<file path="config.mk">
export PLATFORM = sky130hd
export DESIGN_NAME = fetch_queue
export DESIGN_NICKNAME = d
export VERILOG_FILES = /design/src/rtl/fetch_pkg.sv /design/src/rtl/fetch_fifo.sv /design/src/rtl/fetch_queue.sv
export SDC_FILE = /design/constraint.sdc
export NUM_CORES = 1
export LEC_CHECK = 0
export CAP_MARGIN = 20
export CORE_MARGIN = 8
export CORE_UTILIZATION = 50
export CTS_BUF_LIST = sky130_fd_sc_hd__clkbuf_4
export CTS_CLUSTER_SIZE = 10
export DETAILED_ROUTE_END_ITERATION = 8
export GPL_TIMING_DRIVEN = 1
export PLACE_DENSITY = 0.78
export SYNTH_ARGS = -nofsm -noshare
export SYNTH_HDL_FRONTEND = slang
export SYNTH_SLANG_ARGS = --single-unit
</file>
<file path="constraint.sdc">
create_clock -name clk -period 3.8 [get_ports clk]
set_input_delay 0.76 -clock clk [delete_from_list [all_inputs] [get_ports clk]]
set_output_delay 0.76 -clock clk [all_outputs]
set_load 0.01 [all_outputs]
</file>
<file path="src/rtl/fetch_pkg.sv">
// Shared types and constants for the instruction prefetch queue.
package fetch_pkg;
    localparam int HW_W = 16;

    typedef enum logic {
        F_IDLE,
        F_REQ
    } fetch_state_e;
endpackage

</file>
<file path="src/rtl/fetch_fifo.sv">
// DEPTH x 16-bit halfword FIFO; accepts up to two entries per cycle (push0, then push1).
module fetch_fifo
    import fetch_pkg::*;
#(
    parameter int DEPTH = 4,
    localparam int AW = $clog2(DEPTH),
    localparam int CW = AW + 1
) (
    input  logic            clk,
    input  logic            reset,
    input  logic            clear,
    input  logic            push0,
    input  logic            push1,
    input  logic            pop,
    input  logic [HW_W-1:0] din0,
    input  logic [HW_W-1:0] din1,
    output logic [CW-1:0]   count,
    output logic [HW_W-1:0] head
);
    logic [HW_W-1:0] mem_q [DEPTH];
    logic [HW_W-1:0] mem_d [DEPTH];
    logic [AW-1:0]   rd_ptr_q, rd_ptr_d;
    logic [AW-1:0]   wr_ptr_q, wr_ptr_d;
    logic [AW-1:0]   wr_ptr_p1;
    logic [CW-1:0]   count_q, count_d;

    assign wr_ptr_p1 = wr_ptr_q + AW'(1);

    always_comb begin
        mem_d    = mem_q;
        rd_ptr_d = rd_ptr_q;
        wr_ptr_d = wr_ptr_q;
        count_d  = count_q;
        if (clear) begin
            rd_ptr_d = '0;
            wr_ptr_d = '0;
            count_d  = '0;
        end else begin
            if (pop)   rd_ptr_d = rd_ptr_q + AW'(1);
            if (push0) mem_d[wr_ptr_q] = din0;
            if (push1) mem_d[wr_ptr_p1] = din1;
            wr_ptr_d = wr_ptr_q + AW'(push0) + AW'(push1);
            count_d  = count_q + CW'(push0) + CW'(push1) - CW'(pop);
        end
    end

    always_ff @(posedge clk) begin
        if (reset) begin
            rd_ptr_q <= '0;
            wr_ptr_q <= '0;
            count_q  <= '0;
        end else begin
            rd_ptr_q <= rd_ptr_d;
            wr_ptr_q <= wr_ptr_d;
            count_q  <= count_d;
        end
    end

    // Storage needs no reset: entries are only visible through count.
    always_ff @(posedge clk) begin
        mem_q <= mem_d;
    end

    assign count = count_q;
    assign head  = mem_q[rd_ptr_q];
endmodule

</file>
<file path="src/rtl/fetch_queue.sv">
// Instruction prefetch sequencer: fetches 32-bit words, queues 16-bit halfwords for the decoder.
module fetch_queue
    import fetch_pkg::*;
#(
    parameter int             RV           = 32,
    parameter int             DEPTH        = 4,
    parameter logic [RV-1:0]  RESET_VECTOR = '0
) (
    input  logic            clk,
    input  logic            reset,
    output logic            ifetch_req,
    output logic [RV-1:0]   ifetch_addr,
    input  logic            ifetch_ack,
    input  logic [31:0]     ifetch_data,
    input  logic            dec_ready,
    input  logic            flush,
    input  logic [RV-1:0]   flush_pc,
    output logic [HW_W-1:0] ins,
    output logic [RV-1:0]   ins_pc,
    output logic            idone
);
    localparam int CW = $clog2(DEPTH) + 1;

    fetch_state_e    state_q, state_d;
    logic [RV-1:0]   fetch_pc_q, fetch_pc_d;
    logic [RV-1:0]   head_pc_q, head_pc_d;
    logic [RV-1:0]   req_addr_q, req_addr_d;
    logic            drop_q, drop_d;

    logic [CW-1:0]   fifo_count;
    logic [HW_W-1:0] fifo_head;
    logic            push0, push1;
    logic [HW_W-1:0] din0, din1;
    logic            empty, room;
    logic [RV-1:0]   flush_tgt, fetch_al;

    assign empty     = (fifo_count == '0);
    assign room      = (fifo_count <= CW'(DEPTH - 2));
    assign flush_tgt = flush_pc & ~RV'(1);
    assign fetch_al  = fetch_pc_q & ~RV'(3);
    assign idone     = !empty && dec_ready && !flush;

    always_comb begin
        state_d    = state_q;
        fetch_pc_d = fetch_pc_q;
        head_pc_d  = head_pc_q;
        req_addr_d = req_addr_q;
        drop_d     = drop_q;
        push0      = 1'b0;
        push1      = 1'b0;
        din0       = ifetch_data[15:0];
        din1       = ifetch_data[31:16];
        if (flush) begin
            fetch_pc_d = flush_tgt;
            head_pc_d  = flush_tgt;
            // An outstanding fetch that is not completing now must be discarded later.
            drop_d     = (state_q == F_REQ) && !ifetch_ack;
            if (state_q == F_REQ && ifetch_ack) state_d = F_IDLE;
        end else begin
            if (idone) head_pc_d = head_pc_q + RV'(2);
            if (state_q == F_IDLE) begin
                if (room) begin
                    state_d    = F_REQ;
                    req_addr_d = fetch_al;
                end
            end else if (ifetch_ack) begin
                state_d = F_IDLE;
                drop_d  = 1'b0;
                if (!drop_q) begin
                    fetch_pc_d = fetch_al + RV'(4);
                    push0      = 1'b1;
                    if (fetch_pc_q[1]) din0  = ifetch_data[31:16];
                    else               push1 = 1'b1;
                end
            end
        end
    end

    always_ff @(posedge clk) begin
        if (reset) begin
            state_q    <= F_IDLE;
            fetch_pc_q <= RESET_VECTOR;
            head_pc_q  <= RESET_VECTOR;
            req_addr_q <= RESET_VECTOR & ~RV'(3);
            drop_q     <= 1'b0;
        end else begin
            state_q    <= state_d;
            fetch_pc_q <= fetch_pc_d;
            head_pc_q  <= head_pc_d;
            req_addr_q <= req_addr_d;
            drop_q     <= drop_d;
        end
    end

    fetch_fifo #(.DEPTH(DEPTH)) u_fifo (
        .clk   (clk),
        .reset (reset),
        .clear (flush),
        .push0 (push0),
        .push1 (push1),
        .pop   (idone),
        .din0  (din0),
        .din1  (din1),
        .count (fifo_count),
        .head  (fifo_head)
    );

    assign ifetch_req  = (state_q == F_REQ);
    assign ifetch_addr = req_addr_q;
    assign ins         = fifo_head;
    assign ins_pc      = head_pc_q;
endmodule
</file>
Word-level counts from Yosys, hierarchy flattened
Index checks and enable logic that the tools add are counted.

Register bits: 167. Bits in latches: 0. Memory bits (writable): 0. ROM bits: 0. Input bits: 69. Output and inout port bits: 82. Memories: 0.

$add $sub $neg: 9. $mul: 0. Div/mod/pow operators: 0. $lt $le $gt $ge: 6. Equality and inequality tests: 2. Shifts and indexed selects: 0. Mux-type cells: 40. Bitwise logic cells: 6. Reductions and logical operators: 18.

Operator list (number): 32-bit 2-to-1 mux (6); 64-bit 2-to-1 mux (3); 16-bit 2-to-1 mux (9); 64-bit bitwise mux (2); 16-bit demux with 2-bit select (2); 32-bit by 2-bit adder with 32-bit output (second input constant) (1); 32-bit by 3-bit adder with 32-bit output (second input constant) (1); 16-bit binary-select mux with 2-bit select (1); 1-bit 2-to-1 mux (17); 3-bit greater-or-equal comparator (second input constant) (3); 2-bit NOT with 3-bit output (3); 3-bit AND reduction (3); 3-bit by 1-bit adder with 3-bit output (2); 1-bit logical AND (6); 3-bit by 1-bit less-than comparator with 1-bit output (second input constant) (2); 2-bit nonzero test (3); 2-bit by 1-bit adder with 2-bit output (2); 2-bit by 1-bit adder with 2-bit output (second input constant) (2); 3-bit by 2-bit less-or-equal comparator with 1-bit output (second input constant) (1); 1-bit logical NOT (3); 3-bit logical NOT (1); 1-bit NOT (3); 3-bit by 1-bit subtractor with 3-bit output (1); 2-bit by 1-bit != test with 1-bit output (second input constant) (1); other kinds (3) (3).

Logic depth before layout (Yosys ltp)
Gate-level depths: netlist (run 1).

Word-level depth: 10. Depth in mapped cells: 11. Depth with buffers taken out: 10.

Hierarchy
Synthesis (run 1) repeated with hierarchy kept, for this count alone.

Cells, all modules: 914. Area total of the unflattened synthesis: 9082.5 um2.

Modules (own cells, without submodules): fetch_queue (times used 1, cells each 530, area each 4642.0 um2, sequential area each 1881.8 um2); fetch_fifo (times used 1, cells each 384, area each 4440.5 um2, sequential area each 2062.0 um2).

Worst setup path after synthesis (run 1)
OpenSTA, ideal clock, no wires.

Path type: input to register. Start: input flush. End: register u_fifo.mem_q[0] in the netlist's numbering (enable). Setup time: 0.453 ns. Arrival time: 3.150 ns. Data required time: 3.347 ns. Slack: 0.197 ns. Stages: 3. Cells stage by stage: inv_2 > clkbuf_1 > buf_1.

RTL lines: start: declaration (line fetch_queue.sv:16) `input logic flush,`; end signal: assignment (line fetch_fifo.sv:61) `mem_q <= mem_d;`; end: declaration (line fetch_fifo.sv:20) `logic [HW_W-1:0] mem_q [DEPTH];`.

No word-level cell between the ends.

Worst setup path after layout (run 1)
Start: register u_fifo.rd_ptr_q[0]. End: output ins[7].

Word-level cells in the longest chain between the ends: 4.

Ends and longest elaborated chain: start: declaration (line fetch_fifo.sv:22) `logic [AW-1:0] rd_ptr_q, rd_ptr_d;`; start signal: assignment (line fetch_fifo.sv:53) `rd_ptr_q <= rd_ptr_d;`; 2-bit NOT with 3-bit output (not written as such) (line fetch_fifo.sv:65) `assign head = mem_q[rd_ptr_q];`; 16-bit binary-select mux with 2-bit select (line fetch_fifo.sv:65); 16-bit 2-to-1 mux (not written as such) (2 in a row) (line fetch_fifo.sv:65); end: declaration (line fetch_queue.sv:18) `output logic [HW_W-1:0] ins,`.

No other way between the ends. The select of a mux whose other input is x is not followed.

==> flow_metrics.py, run 1 <==
metrics = {
    "place": {
        "placed_area_um2": 10800,
        "io_buffers": 146,
        "dp_hpwl_um": 18100,
        "place_ws_ns": 0.392,
        "gp_congestion": 0.836,
    },
    "route": {
        "viasPerCell": 6.31,
        "drt_iter0_markers": 664,
        "wl_met3_um": 2110,
        "ant_nets": 0,
        "wire_per_inst_um": 20.5,
        "drcViolationCount": 0,
        "met2WireLength_um": 12300,
        "num_vias": 8041,
        "first_pass_iters": 5,
        "wl_met1_um": 11000,
        "top_layer_used": "met5",
        "drt-total-wl_um": 26100,
    },
    "floorplanning": {
        "initial_utilization_pct": 51.2,
        "die_x_um": 152,
        "dieArea_um2": 23100,
        "dieHeight_um": 152,
        "io_pins": 151,
        "rows": 49,
        "core-area_um2": 18000,
    },
    "timing": {
        "timing_hold_violations_final": 0,
        "tightest_slew_ns": 1.05,
        "finClkSkew_ns": 0.0266,
        "rsz0062_at_grt": "no",
        "slew_viol_final": 0,
        "hold_ws_ns": 0.517,
        "fin_crit_sh_pct": 83.5,
        "max_freq_mhz": 315,
        "period_needed_ns": 3.17,
        "tns_ns": 0,
        "worst_slack_ns": 0.625,
        "setup_violations": 0,
        "relSlewSlack_pct": 29.4,
    },
    "worst_setup_path": {
        "slowest_stage": "mux4_2",
        "r2r_slack_ns": 1.22,
        "worstSetupPathType": "register to output pin",
        "worst-path-buf-inv": 2,
        "crit_chain": "buf_4 > mux4_2 > clkdlybuf4s50_1",
        "critPathTopFamily": "buffers and inverters",
        "endpoint_kind": "output pin",
        "crit_fanout": 16,
        "reg2reg_from": "ifetch_req$_SDFFE_PP0P_",
        "cp_data_required_time_ns": 3.04,
        "startpoint_type": "register",
        "r2r-end": "u_fifo.count[2]$_SDFF_PP0_",
        "arrival_ns": 2.41,
        "slowest_delay_ns": 0.60,
        "reg2regPathDepth": 10,
    },
    "worst_hold_path": {
        "min_from": "ifetch_addr[20]$_SDFFE_PP0P_",
        "hold_class": "register to register",
        "worstHoldPathCells": 2,
        "holdPathEnd": "ifetch_addr[20]$_SDFFE_PP0P_",
    },
    "clock_network": {
        "numCtsBuffers": 17,
        "postCtsResizedCells": 0,
        "htreeDepth": 4,
        "cts_hold_buf": 0,
        "insertion_delay_ns": 0.58,
        "postCtsSetupRepairBufs": 0,
        "clockBufferDepth": 2,
        "cts_tree": "built",
        "cts.sink_count": 165,
        "clkTransAtPathRegs_ns": 0.13,
        "cts_root_buffer": "clkbuf_4",
    },
    "layout": {
        "fin_util_pct": 62.0,
        "area_growth_pct": 21.0,
        "finalInstanceArea_um2": 11200,
        "nFillCells": 1520,
        "diodes": 0,
        "drive_above_1_share_pct": 10.5,
        "layout.nets": 1110,
    },
    "yosys": {
        "ys_async_sr_fraction_pct": 0,
        "synthMuxAreaShare_pct": 9.11,
        "synth_simple_gate_area_share_pct": 20.6,
        "synth_xor_xnor_area_share_pct": 2.28,
        "synthTopCellsByCount": "dfxtp_1 (101), edfxtp_1 (64), nor2_1 (62)",
        "ys.flop_type": "dfxtp_1",
        "synth.avg_cell_area_um2": 10.1,
        "ys_seq_area_share_pct": 42.7,
        "synth_cells": 913,
        "synth_seq_cells": 165,
        "synth_area_leaders": "dfxtp_1 (22%), edfxtp_1 (21%), a221o_1 (5.2%)",
        "synth_area_um2": 9230,
        "synth_top_family_by_area": "simple AND/OR/NAND/NOR gates",
        "yosysMostFrequentCell": "dfxtp_1",
        "yosysWarnings": 0,
        "yosysTopAreaCell": "dfxtp_1",
        "synth_compound_area_share_pct": 18.9,
        "synth_top_area_share_pct": 21.9,
        "synthAdderAreaFrac_pct": 1.19,
        "ys_types": 77,
        "synth_edf_count": 64,
    },
    "global_routing": {
        "grt_overflow": 0,
        "grt_first_pass_wirelength_um": 41500,
        "grt_start_max_net_pins": 70,
        "grtUsageTotal_pct": 21.8,
        "antenna_found_initial": 1,
        "grt_pass1_vias": 7840,
    },
    "power": {
        "power_per_cell_area_nw_per_um2": 354,
        "switchingPower_mw": 1.03,
        "max-vdd-ir-drop_v": 0.000301,
        "cell_internal_pwr_mw": 2.93,
        "p_clk_share_pct": 32.7,
        "power_frac_seq_pct": 52.3,
        "p_sw_share_pct": 26.1,
        "p_leak_nw": 3.95,
        "pwr-share-comb_pct": 15.0,
    },
    "status": {
        "status": "finished, final reports clean",
    },
    "run": {
        "maxCapViolations": 0,
    },
}
## cell usage in the layout (no fill, tap or decap), drive strengths merged, types with 8 or more instances in the layout
cell type / Yosys / final
o22ai: 16 / 16
nor3: 17 / 17
a31oi: 8 / 8
a21oi: 48 / 48
o21ai: 28 / 28
dfxtp: 101 / 101
a221o: 48 / 48
inv: 36 / 40
o31a: 23 / 23
clkdlybuf4s50: 0 / 144
buf: 39 / 24
nand4b: 17 / 17
xor2: 13 / 13
mux2: 16 / 16
nor2: 63 / 63
nand3: 26 / 26
a21boi: 15 / 15
and2: 56 / 56
and3: 10 / 10
mux2i: 30 / 30
nand2: 35 / 35
a211oi: 14 / 14
xnor2: 11 / 11
edfxtp: 64 / 64
nor4: 22 / 22
mux4: 16 / 16
clkbuf: 29 / 17
o31ai: 8 / 8
and4: 15 / 15
nand4: 29 / 29
## power groups by stage
stage / Combinational, mW / Sequential, mW / Clock, mW
final: 0.593 / 2.07 / 1.30
after global routing: 0.643 / 2.09 / 1.39
after CTS: 0.594 / 2.07 / 1.32
after detailed placement: 0.592 / 2.10 / 0
after global placement: 0.580 / 2.10 / 0
after floorplan: 0.325 / 2.09 / 0
## registers in the layout, indices dropped and copies added, names as in the netlist
| signal | count |
|---|---|
| drop_q | 1 |
| fetch_pc_q | 31 |
| ifetch_addr | 30 |
| ifetch_req | 1 |
| ins_pc | 31 |
| u_fifo.count | 3 |
| u_fifo.mem_q | 64 |
| u_fifo.rd_ptr_q | 2 |
| u_fifo.wr_ptr_q | 2 |
## layout make-up
class | count | area (µm²) | share of cell area [%]
Multi-Input combinational cell | 646 | 4830 | 43.2
Sequential cell | 165 | 3950 | 35.3
Timing Repair Buffer | 168 | 1620 | 14.5
Tap cell | 229 | 287 | 2.56
Clock inverter | 14 | 231 | 2.07
Inverter | 36 | 140 | 1.25
Clock buffer | 17 | 128 | 1.14
## routing by layer
| layer | global-route usage, % | vias to the layer above |
|---|---|---|
| li1 | - | 3776 |
| met1 | 26.5 | 3848 |
| met3 | 6.01 | 46 |
| met4 | 8.63 | 2 |
| met2 | 36.0 | 369 |
| met5 | 0 | - |
## kinds of logic after synthesis
logic type | after synthesis
simple gates | 317
compound gates | 233
flops | 165
buf+inv | 104
mux | 62
xor+xnor | 24
fa+ha+maj | 7
other cells | 1
## tightest hold or removal path: cells and delay by family (launching register included)
| family | cells | cell delay (ns) |
|---|---|---|
| DFF | 1 | 0.35 |
| and+or+nand+nor | 1 | 0.08 |
| muxes | 1 | 0.07 |
## worst max-delay path by stage
stage / cells past startpoint / slack (ns) / end / from
finish: 3 / 0.63 / ins[7] / u_fifo.rd_ptr_q[0]$_SDFFE_PP0P_
global route: 3 / 0.50 / ins[7] / u_fifo.rd_ptr_q[0]$_SDFFE_PP0P_
CTS: 3 / 0.57 / ins[7] / u_fifo.rd_ptr_q[0]$_SDFFE_PP0P_
detailed placement: 11 / 0.39 / u_fifo.count[2]$_SDFF_PP0_ / ifetch_ack
global placement: 11 / 0.46 / u_fifo.count[2]$_SDFF_PP0_ / ifetch_ack
floorplan: 3 / 0.20 / u_fifo.mem_q[0]$_DFFE_PN_ / flush
## stage by stage
stage	instances	total power, mW
floorplan	915	2.41
global placement	1244	2.68
detailed placement	1244	2.70
CTS	1275	3.98
global route	1275	4.12
finish	1275	3.96
Note: power is estimated with default switching activity, not from simulation.
==> run 2: changes to the inputs <==
==> constraint.sdc (replaced) <==
create_clock -name clk -period 2.89 [get_ports clk]
set_input_delay 0.578 -clock clk [delete_from_list [all_inputs] [get_ports clk]]
set_output_delay 0.578 -clock clk [all_outputs]
set_load 0.01 [all_outputs]
==> run 2 against run 1 <==
  * Die area did not move
  * Register-to-register slack lost 0.88 ns
  * Critical path type unchanged
  * Power rose by 23%
  * Hold slack got worse by 0.032 ns
  * Critical endpoint is now ins[10]
  * Utilization rose by 0.090 points
==> flow_metrics.py, run 2 (synthesis results as in run 1) <==
metrics = {
    "status": {
        "status": "finished, final reports clean",
    },
    "place": {
        "gp_congestion": 0.836,
        "dp_hpwl_um": 18300,
        "io_buffers": 146,
    },
    "route": {
        "num_vias": 8037,
        "wire_per_inst_um": 20.3,
        "drt-total-wl_um": 26200,
        "drcViolationCount": 0,
        "drt_iter0_markers": 662,
        "ant_nets": 0,
        "first_pass_iters": 5,
        "viasPerCell": 6.24,
    },
    "run": {
        "maxCapViolations": 0,
    },
    "power": {
        "power_per_cell_area_nw_per_um2": 434,
        "cell_internal_pwr_mw": 3.46,
        "switchingPower_mw": 1.40,
        "pwr-share-comb_pct": 16.3,
        "p_clk_share_pct": 27.7,
        "power_frac_seq_pct": 56.0,
        "max-vdd-ir-drop_v": 0.000380,
        "p_leak_nw": 3.97,
        "p_sw_share_pct": 28.7,
    },
    "worst_setup_path": {
        "r2r_slack_ns": 0.34,
        "endpoint_kind": "output pin",
        "reg2reg_from": "ifetch_req$_SDFFE_PP0P_",
        "startpoint": "u_fifo.rd_ptr_q[0]$_SDFFE_PP0P_",
        "reg2regPathDepth": 8,
        "crit_fanout": 12,
        "cp_data_required_time_ns": 2.31,
        "arrival_ns": 2.20,
        "r2r-end": "u_fifo.mem_q[42]$_DFFE_PN_",
        "crit_end": "ins[10]",
        "worstSetupPathType": "register to output pin",
        "startpoint_type": "register",
    },
    "layout": {
        "area_growth_pct": 21.2,
        "mostFrequentLayoutCell": "clkdlybuf4s50_1",
        "top_register": "u_fifo.mem_q",
        "drive_above_1_share_pct": 11.7,
        "fin_util_pct": 62.1,
        "layout.nets": 1122,
        "largest_reg_flops": 64,
        "diodes": 0,
        "layout_common_cells": "clkdlybuf4s50_1 (144), dfxtp_1 (99), edfxtp_1 (64), nor2_1 (62)",
    },
    "global_routing": {
        "grt_pass1_vias": 7925,
        "grt_start_max_net_pins": 66,
        "antenna_found_initial": 1,
        "grt_overflow": 0,
        "grtUsageTotal_pct": 22.2,
        "grt_first_pass_wirelength_um": 42400,
    },
    "clock_network": {
        "clockBufferDepth": 2,
        "numCtsBuffers": 17,
        "clkTransAtPathRegs_ns": 0.15,
        "cts_hold_buf": 0,
        "htreeDepth": 4,
        "cts.sink_count": 165,
        "cts_root_buffer": "clkbuf_4",
        "cts_tree": "built",
        "insertion_delay_ns": 0.57,
    },
    "floorplanning": {
        "die_x_um": 152,
        "dieHeight_um": 152,
        "dieArea_um2": 23100,
        "rows": 49,
        "io_pins": 151,
        "core-area_um2": 18000,
        "initial_utilization_pct": 51.2,
    },
    "timing": {
        "finClkSkew_ns": 0.0290,
        "hold_ws_ns": 0.485,
        "relSlewSlack_pct": 28.1,
        "rsz0062_at_grt": "no",
        "max_freq_mhz": 360,
        "setup_violations": 0,
        "timing_hold_violations_final": 0,
        "fin_crit_sh_pct": 96.2,
        "tightest_slew_ns": 1.07,
        "tns_ns": 0,
        "slew_viol_final": 0,
        "period_needed_ns": 2.78,
    },
    "worst_hold_path": {
        "hold_class": "primary input to register",
    },
}
[run 2: changes by cell type in the layout (fill, tap and decap cells not counted)]
cell       change
buf_4         +11
inv_6          +7
bufinv_16      -5
clkinv_4       +2
inv_2          -2
buf_12         +1
clkbuf_4       +1
clkinv_2       -1
dfxtp_1        -1
dfxtp_2        +1
inv_8          -1
[run 2: worst max-delay path: stages (launching register included)]
cell	delay [ns]
dfxtp_1	0.35
buf_4	0.26
mux4_2	0.55
clkdlybuf4s50_1	0.50
[run 2: worst min path at each step]
stage                           startpoint  depth (start not counted)  slack [ns]                      endpoint
3_5_place_dp   ifetch_addr[9]$_SDFFE_PP0P_                          2        0.49   ifetch_addr[9]$_SDFFE_PP0P_
4_1_cts                              reset                          2        0.44  ifetch_addr[22]$_SDFFE_PP0P_
6_report                             reset                          2        0.49  ifetch_addr[18]$_SDFFE_PP0P_
3_3_place_gp   ifetch_addr[6]$_SDFFE_PP0P_                          2        0.48   ifetch_addr[6]$_SDFFE_PP0P_
2_1_floorplan   fetch_pc_q[3]$_SDFFE_PP0P_                          2        0.49    fetch_pc_q[3]$_SDFFE_PP0P_
5_1_grt                              reset                          2        0.45  ifetch_addr[22]$_SDFFE_PP0P_
[run 2: routing by layer]
metal | up-vias | part of all wire, % | track usage, %
li1 | 3803 | - | -
met5 | - | 0.046 | 0
met2 | 319 | 48 | 36.0
met1 | 3868 | 42 | 28.0
met3 | 45 | 8.1 | 6.32
met4 | 2 | 2.3 | 6.98
[run 2: final cells by class]
type,instances,area (µm²)
fill,1521,6830
timing repair buffer,180,1720
sequential,165,3950
tap,229,287
clock buffer,18,135
multi-input combinational,646,4830
inverter,36,140
clock inverter,14,136
[run 2: what timing repair did]
item	in CTS	in global routing
resized for setup	0	1
buffers inserted	0	0
setup endpoints to repair	0	1
[run 2: metrics by stage]
stage	cell area (µm²)	power, mW	cells	worst slack [ns]
finish	11200	4.86	1288	0.109
global route	11200	5.07	1288	0.00145
CTS	11200	4.89	1288	0.0380
detailed placement	10900	3.55	1256	-0.203
global placement	10900	3.54	1256	-0.158
floorplan	9250	3.17	915	0.103
[run 2: power by group through the flow]
| stage | Combinational [mW] | Sequential (mW) | Clock, mW |
|---|---|---|---|
| floorplan | 0.428 | 2.74 | 0 |
| global placement | 0.776 | 2.76 | 0 |
| detailed placement | 0.790 | 2.76 | 0 |
| CTS | 0.794 | 2.72 | 1.38 |
| global route | 0.860 | 2.75 | 1.47 |
| finish | 0.789 | 2.72 | 1.35 |
==> run 3: changes to the inputs <==
--- a/config.mk
+++ b/config.mk
@@ -12,7 +12,8 @@
 export CTS_CLUSTER_SIZE = 10
 export DETAILED_ROUTE_END_ITERATION = 8
 export GPL_TIMING_DRIVEN = 1
-export PLACE_DENSITY = 0.78
+export PLACE_DENSITY = 0.79
 export SYNTH_ARGS = -nofsm -noshare
 export SYNTH_HDL_FRONTEND = slang
+export SYNTH_HIERARCHICAL = 1
 export SYNTH_SLANG_ARGS = --single-unit
==> run 3 against run 2 <==
  * Clock power increased by 5%
  * Area after synthesis shrank 1.6%
  * Wire length fell by 2.3%
  * Largest power group unchanged
  * Combinational power decreased by 2%
  * Cell area up 0.61%
  * Sequential power about the same
==> flow_metrics.py, run 3 <==
metrics = {
    "layout": {
        "mostFrequentLayoutCell": "clkdlybuf4s50_1",
        "largest_reg_flops": 64,
        "diodes": 0,
        "layout.nets": 1130,
        "layout_common_cells": "clkdlybuf4s50_1 (145), dfxtp_1 (97), nand2_1 (89), o21ai_0 (75), edfxtp_1 (64)",
        "top_register": "u_fifo/mem_q",
        "drive_above_1_share_pct": 14.3,
        "area_growth_pct": 24.0,
    },
    "clock_network": {
        "htreeDepth": 4,
        "clkTransAtPathRegs_ns": 0.18,
        "cts_tree": "built",
        "clockBufferDepth": 2,
        "numCtsBuffers": 17,
        "cts_hold_buf": 0,
        "cts.sink_count": 165,
        "postCtsSetupRepairBufs": 0,
        "cts_root_buffer": "clkbuf_4",
        "insertion_delay_ns": 0.58,
    },
    "worst_setup_path": {
        "worstSetupPathType": "register to output pin",
        "critPathTopFamily": "buffers and inverters",
        "crit_fanout": 6,
        "arrival_ns": 2.21,
        "slowest_stage": "mux4_2",
        "reg2regPathDepth": 9,
        "reg2reg_from": "ifetch_req$_SDFFE_PP0P_",
        "r2r-end": "u_fifo/count[2]$_SDFF_PP0_",
        "startpoint_type": "register",
        "r2r_slack_ns": 0.54,
        "cp_data_required_time_ns": 2.31,
        "worst-path-buf-inv": 2,
        "endpoint_kind": "output pin",
        "slowest_delay_ns": 0.53,
        "crit_chain": "buf_4 > mux4_2 > clkdlybuf4s50_1",
    },
    "timing": {
        "relSlewSlack_pct": 45.7,
        "period_needed_ns": 2.78,
        "rsz0062_at_grt": "no",
        "max_freq_mhz": 359,
        "tightest_slew_ns": 0.810,
        "setup_violations": 0,
        "fin_crit_sh_pct": 96.3,
        "slew_viol_final": 0,
        "timing_hold_violations_final": 0,
        "worst_slack_ns": 0.106,
        "hold_ws_ns": 0.466,
        "finClkSkew_ns": 0.0305,
    },
    "run": {
        "maxCapViolations": 0,
    },
    "global_routing": {
        "grt_first_pass_wirelength_um": 39800,
        "met3_usage_pct": 6.30,
        "antenna_found_initial": 1,
        "grt_pass1_vias": 7593,
        "grt_overflow": 0,
        "grt_start_max_net_pins": 65,
        "use_met1_pct": 27.2,
        "grt.busiest_layer": "met2",
        "globalRouteMet2Util_pct": 36.4,
        "grtUsageTotal_pct": 22.1,
    },
    "floorplanning": {
        "dieHeight_um": 151,
        "dieArea_um2": 22700,
        "core-area_um2": 17900,
        "initial_utilization_pct": 50.7,
        "io_pins": 151,
        "die_x_um": 151,
        "rows": 49,
    },
    "route": {
        "num_vias": 7780,
        "wire_per_inst_um": 19.7,
        "viasPerCell": 6.00,
        "drcViolationCount": 0,
        "drt-total-wl_um": 25500,
        "drt_iter0_markers": 517,
        "ant_nets": 0,
        "first_pass_iters": 5,
    },
    "worst_hold_path": {
        "holdPathEnd": "ifetch_addr[17]$_SDFFE_PP0P_",
        "worstHoldPathCells": 2,
        "hold_class": "register to register",
        "min_from": "ifetch_addr[17]$_SDFFE_PP0P_",
    },
    "place": {
        "gp_congestion": 0.832,
        "io_buffers": 146,
        "place_ws_ns": -0.0491,
        "dp_hpwl_um": 18000,
    },
    "yosys": {
        "synthTopCellsByCount": "dfxtp_1 (101), nand2_1 (89), o21ai_0 (75)",
        "synth_edf_count": 64,
        "synth_cells": 914,
        "synth_area_um2": 9080,
        "yosysMostFrequentCell": "dfxtp_1",
        "ys.flop_type": "dfxtp_1",
        "synth_seq_cells": 165,
        "ys_async_sr_fraction_pct": 0,
        "yosysWarnings": 6,
        "synth_area_leaders": "dfxtp_1 (22%), edfxtp_1 (21%), o21ai_0 (4.1%)",
        "synth_top_area_share_pct": 22.3,
        "yosysTopAreaCell": "dfxtp_1",
        "ys_types": 61,
        "ys_seq_area_share_pct": 43.4,
        "synth.avg_cell_area_um2": 9.94,
    },
    "power": {
        "max-vdd-ir-drop_v": 0.000256,
        "cell_internal_pwr_mw": 3.42,
        "pwr-share-comb_pct": 15.7,
        "p_clk_share_pct": 28.7,
        "p_sw_share_pct": 30.6,
        "power_frac_seq_pct": 55.5,
        "p_leak_nw": 3.84,
        "switchingPower_mw": 1.51,
        "power_per_cell_area_nw_per_um2": 438,
    },
    "status": {
        "status": "finished, final reports clean",
    },
}
[run 3: cell count changes in the layout (fill, tap and decap cells not counted), sizes merged, moves of 16 or more]
cell	before	now
a21boi	15	39
a221o	48	0
and2	56	6
inv	44	23
nand2	35	89
nand3b	2	20
nand4b	17	1
nor2	63	16
o211ai	1	22
o21a	1	37
o21ai	28	79
o31a	23	2
or3b	0	17
xnor2	11	35
[run 3: power by group through the flow]
stage                     Sequential (mW)  Combinational, mW  Clock [mW]
after floorplan                      2.76              0.395           0
after global placement               2.78              0.755           0
after detailed placement             2.78              0.775           0
after CTS                            2.73              0.778        1.44
after global routing                 2.76              0.841        1.54
final                                2.74              0.776        1.42
[run 3: kinds of logic (layout without fill, tap and decap cells)]
| kind of cell | count (synthesis) | count (layout) | share of synthesized area, % |
|---|---|---|---|
| AOI/OAI and AO/OA | 276 | 276 | 19.3 |
| and+or+nand+nor | 248 | 248 | 15.9 |
| DFF | 165 | 165 | 43.4 |
| buffers and inverters | 88 | 240 | 4.37 |
| muxes | 69 | 69 | 10.0 |
| xor gates and xnor gates | 61 | 61 | 5.88 |
| adders and majority gates | 6 | 6 | 1.07 |
| other | 1 | 3 | 0.0413 |
[run 3: stage by stage]
| stage | cell area (µm²) | utilization [%] | TNS [ns] | cells | power [mW] |
|---|---|---|---|---|---|
| 6_report | 11300 | 62.9 | 0 | 1297 | 4.93 |
| 5_1_grt | 11300 | 62.9 | 0 | 1297 | 5.14 |
| 4_1_cts | 11200 | 62.8 | 0 | 1297 | 4.95 |
| 3_5_place_dp | 10900 | 61.1 | -0.0491 | 1265 | 3.56 |
| 3_3_place_gp | 10900 | 61.1 | 0 | 1265 | 3.53 |
| 2_1_floorplan | 9110 | - | 0 | 916 | 3.16 |
[run 3: worst register-to-register path: cells and delay by family (launching register included)]
kind / cells / cell delay (ns)
buffers and inverters: 2 / 0.11
adders and majority gates: 3 / 1.05
xor gates and xnor gates: 1 / 0.18
and+or+nand+nor: 3 / 0.36
DFF: 1 / 0.53
[run 3: how the worst max path moves through the flow]
stage	from	end	slack (ns)	depth (start not counted)
after floorplan	flush	u_fifo/count[2]$_SDFF_PP0_	0.01	12
after global placement	ifetch_ack	u_fifo/count[2]$_SDFF_PP0_	0.0003	10
after detailed placement	ifetch_ack	u_fifo/count[2]$_SDFF_PP0_	-0.05	10
after CTS	u_fifo/rd_ptr_q[0]$_SDFFE_PP0P_	ins[4]	0.04	3
after global routing	u_fifo/rd_ptr_q[0]$_SDFFE_PP0P_	ins[6]	0.002	3
final	u_fifo/rd_ptr_q[0]$_SDFFE_PP0P_	ins[0]	0.11	3
[run 3: what timing repair did]
| item | in CTS | in global routing |
|---|---|---|
| endpoints found under the hold margin | 0 | 0 |
| gates resized for setup | 1 | 5 |
| endpoints found under the setup margin | 7 | 9 |
[run 3: layer usage]
metal  wire (µm)  part of all wire [%]
met5          13                 0.051
met2       12700                    50
met3        2160                   8.5
met1       10200                    40
met4         475                   1.9
[run 3: final cells by class]
type / count / area [µm²]
Fill cell: 1481 / 6640
Multi-Input combinational cell: 663 / 4780
Sequential cell: 165 / 3950
Timing Repair Buffer: 192 / 1880
Tap cell: 229 / 287
Clock inverter: 15 / 181
Clock buffer: 17 / 128
Inverter: 16 / 60.1
